==> src/rtl/pe_controller.sv <==
// Sequences one PE through a dot-product job: streams operand pairs from the local buffer,
// waits out the PE pipeline and reports the accumulator delta since job start.
module pe_controller #(
  parameter int unsigned ADDR_W     = 10,
  parameter int unsigned LEN_W      = 10,
  parameter int unsigned PE_LATENCY = 2
) (
  input  logic              clk,
  input  logic              reset_n,
  input  logic              i_start,
  input  logic [ADDR_W-1:0] i_base_addr,
  input  logic [LEN_W-1:0]  i_length,
  output logic              o_busy,
  output logic              o_done,
  output logic [31:0]       o_result,
  output logic              o_rd_en,
  output logic [ADDR_W-1:0] o_rd_addr,
  input  logic [3:0]        i_rd_weight,
  input  logic [7:0]        i_rd_activation,
  output logic [3:0]        o_weight,
  output logic [7:0]        o_activation,
  input  logic [31:0]       i_calculated
);

  // Buffer read + operand register + PE pipeline.
  localparam int unsigned DRAIN_CYCLES = PE_LATENCY + 2;
  localparam int unsigned DRAIN_W      = $clog2(DRAIN_CYCLES + 1);

  typedef enum logic [1:0] {IDLE, ISSUE, DRAIN, DONE} state_e;

  state_e              r_state;
  state_e              w_next_state;
  logic [ADDR_W-1:0]   r_addr;
  logic [LEN_W-1:0]    r_remain;
  logic [DRAIN_W-1:0]  r_drain;
  logic [31:0]         r_baseline;
  logic [31:0]         r_result;
  logic                r_rd_valid;
  logic [3:0]          r_weight;
  logic [7:0]          r_activation;

  always_ff @(posedge clk or negedge reset_n) begin
    if (!reset_n) begin
      r_state <= IDLE;
    end else begin
      r_state <= w_next_state;
    end
  end

  always_comb begin
    w_next_state = r_state;
    o_busy       = 1'b1;
    o_done       = 1'b0;
    o_rd_en      = 1'b0;
    case (r_state)
      IDLE: begin
        o_busy = 1'b0;
        if (i_start) begin
          w_next_state = (i_length == '0) ? DONE : ISSUE;
        end
      end
      ISSUE: begin
        o_rd_en = 1'b1;
        if (r_remain == LEN_W'(1)) begin
          w_next_state = DRAIN;
        end
      end
      DRAIN: begin
        if (r_drain == '0) begin
          w_next_state = DONE;
        end
      end
      DONE: begin
        o_done       = 1'b1;
        w_next_state = IDLE;
      end
      default: w_next_state = IDLE;
    endcase
  end

  // Result is captured on the edge entering DONE so it is valid alongside o_done.
  always_ff @(posedge clk or negedge reset_n) begin
    if (!reset_n) begin
      r_addr     <= '0;
      r_remain   <= '0;
      r_drain    <= '0;
      r_baseline <= '0;
      r_result   <= '0;
    end else begin
      case (r_state)
        IDLE: begin
          if (i_start) begin
            r_addr     <= i_base_addr;
            r_remain   <= i_length;
            r_baseline <= i_calculated;
            if (i_length == '0) begin
              r_result <= '0;
            end
          end
        end
        ISSUE: begin
          r_addr   <= r_addr + ADDR_W'(1);
          r_remain <= r_remain - LEN_W'(1);
          r_drain  <= DRAIN_W'(DRAIN_CYCLES - 1);
        end
        DRAIN: begin
          if (r_drain == '0) begin
            r_result <= i_calculated - r_baseline;
          end else begin
            r_drain <= r_drain - DRAIN_W'(1);
          end
        end
        default: ;
      endcase
    end
  end

  // Zero operands whenever no read is returning, so the PE adds nothing outside a job.
  always_ff @(posedge clk or negedge reset_n) begin
    if (!reset_n) begin
      r_rd_valid   <= 1'b0;
      r_weight     <= '0;
      r_activation <= '0;
    end else begin
      r_rd_valid   <= (r_state == ISSUE);
      r_weight     <= r_rd_valid ? i_rd_weight : '0;
      r_activation <= r_rd_valid ? i_rd_activation : '0;
    end
  end

  assign o_rd_addr    = r_addr;
  assign o_result     = r_result;
  assign o_weight     = r_weight;
  assign o_activation = r_activation;

endmodule

==> config.mk <==
export PLATFORM = sky130hd
export DESIGN_NAME = pe_controller
export DESIGN_NICKNAME = d
export VERILOG_FILES = /design/src/rtl/pe_controller.sv
export SDC_FILE = /design/constraint.sdc
export NUM_CORES = 1
export LEC_CHECK = 0
export CORE_MARGIN = 2
export CORE_UTILIZATION = 40
export CTS_CLUSTER_DIAMETER = 150
export DETAILED_ROUTE_END_ITERATION = 12
export GPL_ROUTABILITY_DRIVEN = 0
export GPL_TIMING_DRIVEN = 0
export HOLD_SLACK_MARGIN = 0.05
export PLACE_DENSITY = 0.73
export SYNTH_ARGS = -nofsm -noshare
export SYNTH_HDL_FRONTEND = slang
export SYNTH_SLANG_ARGS = --single-unit
==> constraint.sdc <==
create_clock -name clk -period 2.9 [get_ports clk]
set_input_delay 0.58 -clock clk [delete_from_list [all_inputs] [get_ports clk]]
set_output_delay 0.58 -clock clk [all_outputs]
set_load 0.05 [all_outputs]
# After elaboration in Yosys (flattened, before gate mapping)
# Index checks and enable logic that the tools add are counted.
totals:
  register_bits: 102
op_classes:
  n_eq_ne: 9
  n_mux: 20
  addsub: 4
  n_reduce_logical: 11
ops:
  columns: ["op", "count"]
  rows:
  - ["$mux 32", 3]
  - ["$pmux 32 s2", 1]
  - ["$pmux 10 s2", 2]
  - ["$sub 32x32->32", 1]
  - ["$mux 10", 2]
  - ["$add 10x1->10 const B", 1]
  - ["$eq 10x1->1 const B", 1]
  - ["$logic_not 10->1", 1]
  - ["$ne 2x2->1 const B", 5]
  - ["$sub 10x1->10 const B", 1]
  - ["$mux 2", 4]
  - ["$mux 8", 1]
  - ["$pmux 2 s4", 1]
  - ["$pmux 3 s2", 1]
  - ["$reduce_and 2->1", 3]
  - ["$reduce_bool 2->1", 3]
  - ["$eq 2x2->1 const B", 2]
  - ["$mux 4", 1]
  - ["$reduce_and 4->1", 1]
  - ["$logic_not 3->1", 1]
  - ["$mux 1", 3]
  - ["$mux 3", 1]
  - ["$reduce_and 3->1", 1]
  - ["$sub 3x1->3 const B", 1]
  - ["2 further kinds", 2]

# Depth between registers and ports, before layout
# Gate-level depths: netlist (run 1).
depth:
  ltp_word: 4
  mapped_depth: 11
  depth_no_buf: 11

# Worst setup path after synthesis (run 1)
# OpenSTA, ideal clock, no wires.
synth_timing:
  kind: "in2reg"
  from: "in i_calculated[0]"
  to: "reg r_result[20], in the netlist o_result[20]"
  required_ps: 2824
  arrival_ps: 2541
  setup_time_ps: 76
  path_slack_ps: 283
  path_stages: 11
  cell_sequence: "inv_1 -> ha_1 -> fa_1 -> nand2b_1 -> a21oi_2 -> a21oi_2 -> o41ai_2 -> and2b_1 -> a31oi_1 -> xor2_1 -> o21ai_1"
synth_via:
  elab_chain_cells: 3
synth_rtl:
  columns: ["element", "line_no", "rtl"]
  rows:
  - ["start, declared", "22", "input logic [31:0] i_calculated"]
  - ["$sub 32x32->32", "108", "r_result <= i_calculated - r_baseline;"]
  - ["$mux 32", "107", "if (r_drain == '0) begin"]
  - ["$pmux 32 s2", "90", "case (r_state)"]
  - ["end signal, assigned", "108", null]
  - ["end, declared", "37", "logic [31:0] r_result;"]
# Every way passes these cells. The select of a mux whose other input is x is not followed.
# A chain may end at the register's enable or synchronous reset.

# Worst setup path in the final report (run 1)
layout_timing:
  from: "in i_calculated[13]"
  to: "reg r_result[28], in the netlist o_result[28]"
# The elaborated chain is that of the path after synthesis.

==> results of run 1 <==
-- kinds of logic (layout without fill, tap and decap cells) --
kind of cell | after synthesis | in the layout
AOI/OAI and AO/OA | 210 | 210
and+or+nand+nor | 194 | 194
DFF | 102 | 102
buffers and inverters | 85 | 228
muxes | 44 | 44
adders and majority gates | 42 | 42
xor gates and xnor gates | 31 | 31
-- layer usage --
| layer | up-vias | wire (um) | part of all wire, % | global-route usage [%] |
|---|---|---|---|---|
| met5 | - | 0 | 0 | 0 |
| met4 | 0 | 332 | 2.0 | 6.571 |
| met3 | 24 | 759 | 4.6 | 2.524 |
| met2 | 141 | 7712 | 47 | 31.80 |
| met1 | 2691 | 7601 | 46 | 27.17 |
| li1 | 2818 | - | - | - |
-- power groups by stage --
stage | registers, mW | logic, mW | clock network [mW]
finish | 2.49 | 6.12 | 1.29
global route | 2.57 | 6.73 | 1.37
detailed placement | 2.51 | 5.97 | 0
global placement | 2.49 | 5.88 | 0
floorplan | 3.36 | 3.47 | 0
CTS | 2.49 | 6.07 | 1.31
-- per-stage QoR --
step / util [%] / instance area, um^2
floorplan: - / 6424
global placement: 50.25 / 7925
detailed placement: 50.41 / 7950
CTS: 52.65 / 8303
global route: 52.87 / 8338
finish: 52.87 / 8338
-- final cells by class --
cell class,count,share of cell area (%)
tap,216,3.241
clock buffer,11,2.791
inverter,48,2.206
timing repair buffer,128,15.49
sequential,102,30.61
buffer,37,1.801
multi-input combinational,521,42.99
clock inverter,4,0.8703
-- worst max-delay path, delay by kind of cell --
| family | cells | cell delay (ns) |
|---|---|---|
| AO/OA/AOI/OAI | 5 | 0.91 |
| AND/OR/NAND/NOR | 2 | 0.69 |
| buffers and inverters | 1 | 0.46 |
| adder cells (fa/ha/maj) | 1 | 0.41 |
-- flip-flops by register name, summed over array words and instances (netlist names) --
name / count
o_activation: 8
r_baseline: 32
r_drain: 3
o_rd_addr: 10
o_weight: 4
r_state: 2
o_result: 32
r_remain: 10
r_rd_valid: 1
-- cell usage in the layout, fill, tap and decap left out, drive strengths merged, types with 14 or more instances in the layout --
cell,count
xor2,17
dfrtp,102
and2,16
a21oi,65
inv,47
nand2,67
clkbuf,36
o21ai,64
clkdlybuf4s50,120
buf,18
xnor2,14
ha,41
nand3,23
mux2,38
nor2,34
o22ai,17
-- what timing repair did --
| action | CTS | global route |
|---|---|---|
| cloned | 0 | 0 |
| setup endpoints to repair | 6 | 12 |
| resized for setup | 3 | 12 |
| pin swaps | 5 | 5 |
| buffers inserted | 4 | 0 |
-- synthesized netlist by cell type (9+ instances only) --
cell | n | area [um^2]
inv_1 | 47 | 176.4
o22ai_1 | 17 | 106.4
ha_1 | 41 | 513.0
dfrtp_1 | 102 | 2552
o31ai_1 | 9 | 67.56
xnor2_1 | 14 | 122.6
o21ai_0 | 59 | 295.3
xor2_1 | 17 | 148.9
nand3_1 | 23 | 115.1
a21oi_1 | 62 | 310.3
nor2_1 | 34 | 127.6
nor3_1 | 11 | 55.05
mux2_2 | 38 | 427.9
nand2_1 | 67 | 251.5
and3_1 | 11 | 68.82
and2_1 | 16 | 100.1
clkbuf_1 | 26 | 97.59
-- how the worst min path moves through the flow --
stage / endpoint / cells after the start / start / slack [ns]
floorplan: o_activation[0]$_DFF_PN0_ / 0 / reset_n / 0.28
CTS: o_result[9]$_DFFE_PN0P_ / 1 / reset_n / 0.29
global route: o_result[9]$_DFFE_PN0P_ / 1 / reset_n / 0.31
finish: o_result[9]$_DFFE_PN0P_ / 1 / reset_n / 0.25
global placement: o_result[7]$_DFFE_PN0P_ / 2 / o_result[7]$_DFFE_PN0P_ / 0.47
detailed placement: o_result[30]$_DFFE_PN0P_ / 2 / o_result[30]$_DFFE_PN0P_ / 0.47
==> impl_metrics.csv, run 1 <==
group,metric,value,unit
synthesis,syn_avg_cell_area,9.073,um^2
die,die_w,130.7,um
sta,clock_skew,0.008970,ns
pwr,swShare,47.69,%
critical_path,end_kind,"register",
synthesis,synth-compound-area-share,20.47,%
drt,via_per_inst,5.318,
grt,overflow,0,
drt,route.antenna.remaining_nets,0,
synthesis,synthArstFlopShare,100.0,%
placement,io_buffers,123,
sta,fin_ws,0.08394,ns
run,max_cap_violations,0,
grt,grt_pass1_wl,26500,um
critical_path,critPathLaunchType,"primary input",
synthesis,synthXorXnorAreaFrac,4.227,%
drt,vias,5674,
pwr,leakagePower,3.600,nW
clocking,clk_latency,0.35,ns
sta,worst_pin_slew,0.9019,ns
clocking,clockBufferDepth,2,
clocking,cts-htree-levels,3,
cells_and_area,drive_gt1_share,9.753,%
sta,max_slew_margin,39.32,%
drt,wl_per_cell,15.37,um
pwr,internal_power,5.179,mW
critical_path,rrSetupSlack,0.24,ns
synthesis,synth_cell_types,58,
critical_path,crit_end,"o_result[28]$_DFFE_PN0P_",
placement,dp_cells,1048,
synthesis,synthMuxAreaShare,7.596,%
die,core_area,15770,um^2
critical_path,crit_slowest_cell,"or3_4",
synthesis,synth_seq_area_share,39.74,%
grt,grt_pass1_vias,5369,
critical_path,ff2ff_path_depth,7,
cells_and_area,n_antenna_cell,0,
sta,hold_slack,0.2503,ns
synthesis,synth_top_family_by_area,"compound AO/OA/AOI/OAI gates",
critical_path,crit_start,"i_calculated[13]",
placement,hpwlAfterDp,12430,um
die,initial_core_util,40.73,%
clocking,clk_pin_slew_worst_paths,0.07,ns
critical_path,worstSetupPathType,"in -> reg",
die,pin_count,124,
clocking,cts_num_sinks,102,
synthesis,synth_nets,817,
sta,rsz0062_at_grt,"false",
clocking,cts_tree,"built",
sta,tns,0,ns
drt,drt-pass1-iter-count,5,
grt,grt_max_degree,54,
critical_path,slowest_delay,0.47,ns
synthesis,yosys.area_share.simple,14.53,%
die,num_rows,46,
cells_and_area,fin_nets,956,
drt,routed_wl,16410,um
synthesis,ys_ff_latch,102,
cells_and_area,instances_no_fill,1067,
clocking,cts_root_buf,"clkbuf_16",
drt,initialDrtViolationCount,333,
status,status,"finished, final reports clean",
pwr,p_per_area,1187,nW/um^2
sta,finalCriticalPeriod,2.816,ns
sta,hold_viol_final,0,
synthesis,synth_edf_count,0,
placement,pre_cts_ws,-0.6097,ns
pwr,clockPowerShare,13.0,%
critical_path,path_cells,"clkdlybuf4s50_1 -> ha_1 -> nand4_1 -> or3_4 -> o31ai_4 -> o21ai_1 -> a21boi_1 -> o21ai_0 -> o311ai_1",
cells_and_area,multi_input_comb_area,3585,um^2
synthesis,synthCells,708,
critical_path,crit_fanout,6,
clocking,postCtsHoldBufs,0,
grt,antenna_found_initial,0,
worst_hold_path,hp-class,"in -> async",
critical_path,crit_arrival,3.06,ns
sta,min_period_over_period,97.11,%
pwr,p_seq_share,25.2,%
pwr,p_sw,4.722,mW
die,die-height,130.7,um
sta,finalMaxSlewViolations,0,
synthesis,synth_fa_ha_area_share,8.298,%
clocking,cts_buffers,9,
critical_path,r2r-end,"r_baseline[28]$_DFFE_PN0P_",
critical_path,rr_startpoint,"r_state[0]$_DFFE_PN0P_",
cells_and_area,regArea,2552,um^2
synthesis,ys_warn_count,0,
sta,timing.fmax,355.1,MHz
synthesis,yosys_most_used_dff,"dfrtp_1",
cells_and_area,fillers,1514,
drt,drc,0,
pwr,p_total,9.901,mW
grt,grt.total_usage,19.58,%
cells_and_area,syn_to_final_growth,29.80,%
synthesis,syn-cell-area,6424,um^2
sta,setup_viol,0,
pwr,peakVddDrop,375.2,uV
pwr,pwr-share-comb,61.8,%
die,die_area,17090,um^2
critical_path,worstPathRequired,3.14,ns
(Power assumes the default switching activity.)
==> run 2, diff against run 1 <==
--- a/config.mk
+++ b/config.mk
@@ -9,10 +9,10 @@
 export CORE_UTILIZATION = 40
 export CTS_CLUSTER_DIAMETER = 150
 export DETAILED_ROUTE_END_ITERATION = 12
-export GPL_ROUTABILITY_DRIVEN = 0
 export GPL_TIMING_DRIVEN = 0
 export HOLD_SLACK_MARGIN = 0.05
 export PLACE_DENSITY = 0.73
+export RECOVER_POWER = 50
 export SYNTH_ARGS = -nofsm -noshare
 export SYNTH_HDL_FRONTEND = slang
 export SYNTH_SLANG_ARGS = --single-unit
==> run 2 against run 1 <==
Compared with the run above:
- clock skew down 0.0027 ns
- die area unchanged
- fmax is 0.63% higher
- non-clock buffer count stayed put
- clock-buffer cell count increased by 1
- power up 0.42%
- via count is 0.33% lower
- sequential power about the same
- sequential share of layout area barely moved
- combinational power hardly changed
- critical path depth grew 1
- highest routed layer unchanged
==> impl_metrics.csv, run 2 (same netlist as run 1, synthesis figures left out) <==
group,metric,value,unit
status,status,"finished, final reports clean",
sta,finalCriticalPeriod,2.798,ns
sta,setup_viol,0,
die,die-height,130.7,um
critical_path,critPathLaunchType,"primary input",
cells_and_area,drive_gt1_share,9.977,%
cells_and_area,fin_nets,956,
critical_path,worst-path-stages,10,
critical_path,worstPathRequired,3.12,ns
grt,grt.total_usage,19.81,%
clocking,cts-htree-levels,3,
grt,grt_pass1_vias,5310,
critical_path,slowest_delay,0.42,ns
placement,hpwlAfterDp,12430,um
sta,hold_slack,0.4540,ns
run,max_cap_violations,0,
critical_path,worstSetupPathType,"in -> reg",
clocking,clk_latency,0.35,ns
critical_path,crit_fanout,5,
pwr,p_total,9.942,mW
pwr,p_per_area,1192,nW/um^2
cells_and_area,fillers,1508,
die,die_area,17090,um^2
critical_path,rrSetupSlack,0.18,ns
drt,drt-pass1-iter-count,5,
drt,wl_per_cell,15.38,um
grt,grt_max_degree,56,
sta,clock_skew,0.006313,ns
sta,finalMaxSlewViolations,0,
clocking,cts_buffers,9,
die,num_rows,46,
die,pin_count,124,
sta,hold_viol_final,0,
die,initial_core_util,40.73,%
clocking,clockBufferDepth,2,
clocking,cts_root_buf,"clkbuf_16",
cells_and_area,post-route-util,52.89,%
drt,routed_wl,16420,um
clocking,clk_pin_slew_worst_paths,0.07,ns
drt,route.antenna.remaining_nets,0,
cells_and_area,layout_common_cells,"clkdlybuf4s50_1 (106), dfrtp_1 (102), nand2_1 (67), a21oi_1 (60), o21ai_0 (56)",
cells_and_area,n_antenna_cell,0,
drt,initialDrtViolationCount,380,
grt,overflow,0,
critical_path,crit_slowest_cell,"clkdlybuf4s50_1",
grt,grt_pass1_wl,26550,um
cells_and_area,layout.cells.most_common,"clkdlybuf4s50_1",
cells_and_area,instances_no_fill,1068,
cells_and_area,syn_to_final_growth,29.84,%
clocking,cts_num_sinks,102,
sta,timing.fmax,357.3,MHz
critical_path,crit_arrival,3.02,ns
critical_path,path_delay_family,"compound AO/OA/AOI/OAI gates",
placement,gp_congestion,0.9181,
critical_path,cp_num_buf_inv,1,
worst_hold_path,hp-class,"in -> async",
grt,antenna_found_initial,0,
sta,min_period_over_period,96.50,%
clocking,cts_tree,"built",
critical_path,path_cells,"clkdlybuf4s50_1 -> ha_1 -> a21o_1 -> a21oi_2 -> nand2_1 -> a22o_1 -> a211o_2 -> a41oi_2 -> xor2_1 -> o21ai_1",
drt,drc,0,
placement,io_buffers,123,
sta,max_slew_margin,14.26,%
sta,worst_pin_slew,1.286,ns
sta,tns,0,ns
die,die_w,130.7,um
die,core_area,15770,um^2
pwr,peakVddDrop,387.5,uV
drt,via_per_inst,5.295,
sta,rsz0062_at_grt,"false",
critical_path,end_kind,"register",
drt,vias,5655,
pwr,leakagePower,3.631,nW
critical_path,ff2ff_path_depth,7,
placement,dp_cells,1048,
run 2: changes by cell type in the layout (fill, tap and decap cells not counted), moves of 2 or more:
cell             before  now
and2_0                0    7
clkbuf_8              0    2
dlygate4sd3_1         0   14
o21ai_1               5    7
and2_1               16    9
o21ai_0              59   56
clkdlybuf4s50_1     120  106
run 2: repair_timing:
item                       CTS  global route
setup buffers                1             3
gates resized for setup      0            17
pin swaps                    2             6
setup endpoints to repair    6            10
hold buffers                 0             0
run 2: power by group:
group / leakage [nW] / internal [mW] / switching (mW)
logic: 2.21 / 2.36 / 3.74
clock network: 0.159 / 0.808 / 0.554
registers: 1.26 / 2.04 / 0.444
run 2: cell type report:
class | count | area [um^2] | share of cell area, %
clock inverters | 4 | 76.32 | 0.9151
flip-flops and latches | 102 | 2552 | 30.60
clock buffers | 12 | 256.5 | 3.075
plain buffers | 37 | 150.1 | 1.800
well taps | 216 | 270.3 | 3.240
repair buffers | 128 | 1266 | 15.18
multi-input cells | 521 | 3588 | 43.02
inverters | 48 | 180.2 | 2.160
run 2: metrics by stage:
stage | setup WS, ns | area, um^2
2_1_floorplan | 0.2828 | 6424
3_3_place_gp | -2.831 | 7925
3_5_place_dp | -0.5953 | 7950
4_1_cts | -0.02959 | 8290
5_1_grt | 0.003803 | 8341
6_report | 0.1015 | 8341
run 2: final timing paths:
path	startpoint	endpoint
min in group clk	o_result[5]$_DFFE_PN0P_	o_result[5]$_DFFE_PN0P_
setup / recovery	i_calculated[3]	o_result[29]$_DFFE_PN0P_
hold reg to reg	o_result[5]$_DFFE_PN0P_	o_result[5]$_DFFE_PN0P_
setup reg to reg	r_state[1]$_DFFE_PN0P_	r_baseline[28]$_DFFE_PN0P_
hold / removal	reset_n	o_result[9]$_DFFE_PN0P_
max in group asynchronous	reset_n	r_remain[5]$_DFFE_PN0P_
run 2: per-layer routing:
metal	routed length [um]	vias to the layer above	global-route usage [%]
met4	244	0	7.572
li1	-	2812	-
met3	774	12	2.891
met5	0	-	0
met2	7649	143	31.62
met1	7753	2688	27.38
